### src/rtl/seq_multiplier.sv
// Sequential shift-add multiplier: one partial product per cycle, N cycles per product,
// with sign handled by magnitude multiplication followed by an optional final negate.
module seq_multiplier #(
    parameter int N = 32
) (
    input  logic           clk,
    input  logic           rst,
    input  logic           in_valid,
    output logic           in_ready,
    input  logic [N-1:0]   x,
    input  logic [N-1:0]   y,
    input  logic           is_signed,
    output logic           out_valid,
    input  logic           out_ready,
    output logic [2*N-1:0] z
);

    localparam int CW = (N > 2) ? $clog2(N) : 1;
    localparam logic [CW-1:0] LAST = CW'(N - 1);

    typedef enum logic [1:0] {
        IDLE = 2'd0,
        BUSY = 2'd1,
        DONE = 2'd2
    } state_t;

    state_t           r_state;
    state_t           w_state_nxt;
    logic [N-1:0]     r_mcand;
    logic [2*N-1:0]   r_acc;
    logic [CW-1:0]    r_cnt;
    logic             r_neg;
    logic [2*N-1:0]   r_z;

    logic [N-1:0]     w_xmag;
    logic [N-1:0]     w_ymag;
    logic [N:0]       w_sum;
    logic [2*N-1:0]   w_acc_nxt;
    logic             w_last;

    function automatic logic [N-1:0] magnitude(input logic [N-1:0] v, input logic sgn);
        return (sgn && v[N-1]) ? -v : v;
    endfunction

    function automatic logic [2*N-1:0] apply_sign(input logic [2*N-1:0] v, input logic neg);
        return neg ? -v : v;
    endfunction

    assign w_xmag = magnitude(x, is_signed);
    assign w_ymag = magnitude(y, is_signed);

    // The low half of the accumulator holds the not-yet-consumed multiplier bits.
    assign w_sum     = {1'b0, r_acc[2*N-1:N]} + {1'b0, r_mcand};
    assign w_acc_nxt = r_acc[0] ? {w_sum, r_acc[N-1:1]} : {1'b0, r_acc[2*N-1:1]};
    assign w_last    = (r_cnt == LAST);

    always_ff @(posedge clk) begin
        if (rst) begin
            r_state <= IDLE;
        end else begin
            r_state <= w_state_nxt;
        end
    end

    always_comb begin
        w_state_nxt = r_state;
        case (r_state)
            IDLE:    if (in_valid)  w_state_nxt = BUSY;
            BUSY:    if (w_last)    w_state_nxt = DONE;
            DONE:    if (out_ready) w_state_nxt = IDLE;
            default: w_state_nxt = IDLE;
        endcase
    end

    always_ff @(posedge clk) begin
        if (rst) begin
            r_mcand <= '0;
            r_acc   <= '0;
            r_cnt   <= '0;
            r_neg   <= 1'b0;
            r_z     <= '0;
        end else begin
            case (r_state)
                IDLE: begin
                    if (in_valid) begin
                        r_mcand <= w_xmag;
                        r_acc   <= {{N{1'b0}}, w_ymag};
                        r_cnt   <= '0;
                        r_neg   <= is_signed & (x[N-1] ^ y[N-1]);
                    end
                end
                BUSY: begin
                    r_acc <= w_acc_nxt;
                    r_cnt <= r_cnt + CW'(1);
                    // Result is formed on the final step so it is ready the cycle DONE is entered.
                    if (w_last) begin
                        r_z <= apply_sign(w_acc_nxt, r_neg);
                    end
                end
                default: ;
            endcase
        end
    end

    assign in_ready  = (r_state == IDLE);
    assign out_valid = (r_state == DONE);
    assign z         = r_z;

endmodule

### config.mk
export PLATFORM = sky130hd
export DESIGN_NAME = seq_multiplier
export DESIGN_NICKNAME = d
export VERILOG_FILES = /design/src/rtl/seq_multiplier.sv
export SDC_FILE = /design/constraint.sdc
export NUM_CORES = 1
export LEC_CHECK = 0
export ABC_AREA = 1
export BUFFER_PORTS_ARGS = -buffer_cell sky130_fd_sc_hd__buf_2
export CAP_MARGIN = 20
export CORE_AREA = 5 5 142 211
export CTS_CLUSTER_SIZE = 8
export DETAILED_ROUTE_END_ITERATION = 10
export DIE_AREA = 0 0 147 216
export PLACE_DENSITY = 0.69
export SKIP_LAST_GASP = 1
export SYNTH_ARGS = -nofsm -noshare
export SYNTH_HDL_FRONTEND = slang
export SYNTH_SLANG_ARGS = --single-unit
### constraint.sdc
create_clock -name clk -period 4.49 [get_ports clk]
set_clock_uncertainty 0.15 [all_clocks]
set_input_delay 0.6735 -clock clk [delete_from_list [all_inputs] [get_ports clk]]
set_output_delay 0.6735 -clock clk [all_outputs]
set_load 0.03 [all_outputs]
==> summary.txt <==
Clocking
  • Post CTS Setup Buffer Count: 0
  • Clk buf depth: 2
  • Hold Buf Count CTS: 0
  • CTS clk-pin slew, worst paths: around 0.07 ns
  • Root buffer cell: clkbuf_16
  • CTS tree: built
  • Post_cts resized: 0
  • Clk sink count: between 150 and 200
  • CTS Buf Count: 17
  • Worst skew pair latency: roughly 0.46 ns
  • H-tree depth: 4

Route
  • Residual DRC count: 0
  • Via density: between 5 and 6
  • DRT iter0 DRCs: about 740
  • Antenna viol nets, final: 0
  • Drt total wl: approximately 40 mm
  • Drt wl/cell: between 15 and 20 um
  • Vias post-DR: 13120
  • First drt pass iteration count: 6

Synthesis
  • Ys async rst share: 0%
  • Mapped Cells: roughly 2000
  • Warnings from Yosys: 0
  • Post-synthesis cell type count: 55
  • Mean Syn Cell Area: just over 6 um2
  • Post-synth EDFFs: 0
  • Synthesized area: around 12000 um2
  • Top cells by area, synth: dfxtp_1 27%, nand2_1 17%, inv_1 7.9%
  • Post-synth top area cell: dfxtp_1
  • Net Count, Synth: approximately 2100
  • Synth Flop Type: dfxtp_1
  • Register area share after synthesis: 27.25%
  • Flops & latches, synth: 168
  • Synth top area share: between 20% and 30%

Die
  • Core box area: between 20000 and 30000 um2
  • Die width: ~150 um
  • Initial Util: 44.28%
  • Die Height: 216 um
  • Num ports: ~140
  • Site row count: 75
  • Die area: roughly 32000 um2

Global routing
  • Global route overflow: 0
  • Largest net degree at the start of global routing: 121
  • Antenna violations before repair: 1
  • Tot GR Track Use: approximately 25%
  • First-pass GRT wire length: about 64 mm
  • Vias in the first global route: roughly 13000

Setup path
  • WS Path Type: register to register
  • Worst-path maximum fanout: 5
  • CP endpoint kind: register
  • Worst EP arrival: about 3.4 ns
  • Required @ worst endpoint: between 4 and 5 ns
  • Element type at the critical path start: register

Timing
  • Slew @ Worst Pin: ~0.9 ns
  • Fmax achieved: 317.1 MHz
  • RSZ-0062 raised after global routing: false
  • Worst slew margin: about two fifths
  • Final worst path period need: 3.154 ns
  • Setup_tns: 0 ns
  • Max Slew Vio Count: 0
  • Final Hold Viols: 0
  • Slack of the critical path: roughly 1.3 ns
  • Final setup viols: 0
  • Tcrit/Tclk final: about 70%

Finish
  • Ratio of cells with drive above 1 in the final layout: 13.63%
  • # fillers: 2854
  • Area grow syn2layout: 12.78%
  • Nets: around 2200

Place
  • Port bufs: about 130
  • Routability cong.: between 0.9 and 1
  • Final HPWL DP: 30.19 mm
  • Pre-CTS WS: between 1 and 1.5 ns

Pwr
  • Peak VDD IR: between 0.2 and 0.25 mV
  • Power per cell area: just under 300 nW/um2
  • Leakage power: between 6 and 7 nW

Outcome
  • Status: completed

Min path
  • Worst hold-check path type: register to register

Run
  • Max-cap violations: 0
==> metal layers <==
layer	vias up	part of all wire, %	GRT usage [%]
li1	6669	-	-
met1	6033	40	27.29
met2	317	51	45.50
met3	99	4.0	3.084
met4	0	5.0	13.46
met5	-	0	0
==> power by group <==
part | internal, mW | switching (mW) | total [mW]
sequential | 1.55 | 0.0696 | 1.62
combinational | 0.311 | 0.611 | 0.921
clock | 0.901 | 0.637 | 1.54
total | 2.76 | 1.32 | 4.08
==> state kept, by name, indices dropped and copies added, names as in the netlist <==
register	count
r_neg	1
z	64
r_acc	64
r_cnt	5
r_state	2
r_mcand	32
==> worst max-delay path: stages (launching register included) <==
cell     delay (ns)
dfxtp_1        0.36
ha_1           0.43
nand2_1        0.18
nor2_1         0.36
nand2_1        0.18
nor2_1         0.26
nor2_1         0.09
nand3_1        0.07
nand3_1        0.08
nand2_1        0.20
nand2_1        0.11
nor2_1         0.18
nand2_1        0.07
nand2_1        0.08
nand2_1        0.06
nand2_1        0.05
nand3_1        0.06
nand2_1        0.07
inv_1          0.03
==> cell families after synthesis <==
family	synth area share [%]
buffers and inverters	10.85
AOI/OAI and AO/OA	16.71
DFF	27.25
adders and majority gates	3.914
and+or+nand+nor	37.30
xor gates and xnor gates	3.974
==> final cells by class <==
class                           count  area, um2  share of cell area, %
Multi-Input combinational cell   1491       7661                  55.04
Sequential cell                   168       3363                  24.16
Inverter                          272       1022                  7.345
Timing Repair Buffer              150      830.8                  5.969
Clock buffer                       20      456.7                  3.281
Tap cell                          346      432.9                  3.110
Clock inverter                     12      148.9                  1.070
Antenna cell                        1      2.502                0.01798
==> per-stage QoR <==
stage	std cells	hold WS, ns	power (mW)	util, %	instance area [um2]
global route	2460	0.3536	4.284	49.94	13920
detailed placement	2425	0.3075	2.561	47.56	13260
finish	2460	0.3168	4.080	49.94	13920
global placement	2425	0.3025	2.549	47.56	13260
CTS	2457	0.3223	4.092	49.73	13860
floorplan	2008	0.2935	2.302	-	12340
==> synth_stat cells (all sizes together) (2+ instances only) <==
master,n
o21bai,12
and2,3
xnor2,21
o31ai,2
o21a,10
nor3,37
nor2,211
buf,20
ha,37
xor2,35
clkinv,5
nand4,19
nand3,143
nand3b,10
a31oi,24
clkbuf,57
inv,267
a21oi,136
o211ai,18
or2,27
a21boi,2
a22oi,7
nor4,8
o221ai,22
nand2,586
o21ai,114
dfxtp,168
==> cells in the final DEF (no fill, tap or decap), types with 4 or more instances in the layout <==
cell	instances
clkinv_2	6
o21ai_2	7
o211ai_1	18
nor3_2	10
nand2_2	15
o21ai_1	9
ha_1	37
nor4_1	8
xor2_1	35
buf_2	134
nor2_4	7
o21a_1	10
nand2_1	568
o21bai_1	12
or2_1	4
inv_2	9
nor2_2	16
or2_2	21
nand4_1	16
clkbuf_16	17
xnor2_1	21
nand3b_1	10
nand3_1	135
dfxtp_1	168
a22oi_1	7
inv_1	259
nor2_1	188
nand3_2	8
a31oi_1	24
o21ai_0	97
nor3_1	25
o221ai_1	22
buf_4	14
a21oi_1	135
==> final timing paths <==
check / start / endpoint / slack [ns] / cells past startpoint
worst min-delay path: z[0] / z[0] / 0.32 / 2
worst max register to register: r_acc[52] / z[59] / 1.34 / 18
worst max-delay path: r_acc[52] / z[59] / 1.34 / 18
worst min register to register: z[0] / z[0] / 0.32 / 2
Power figures use the tool's default switching activity.
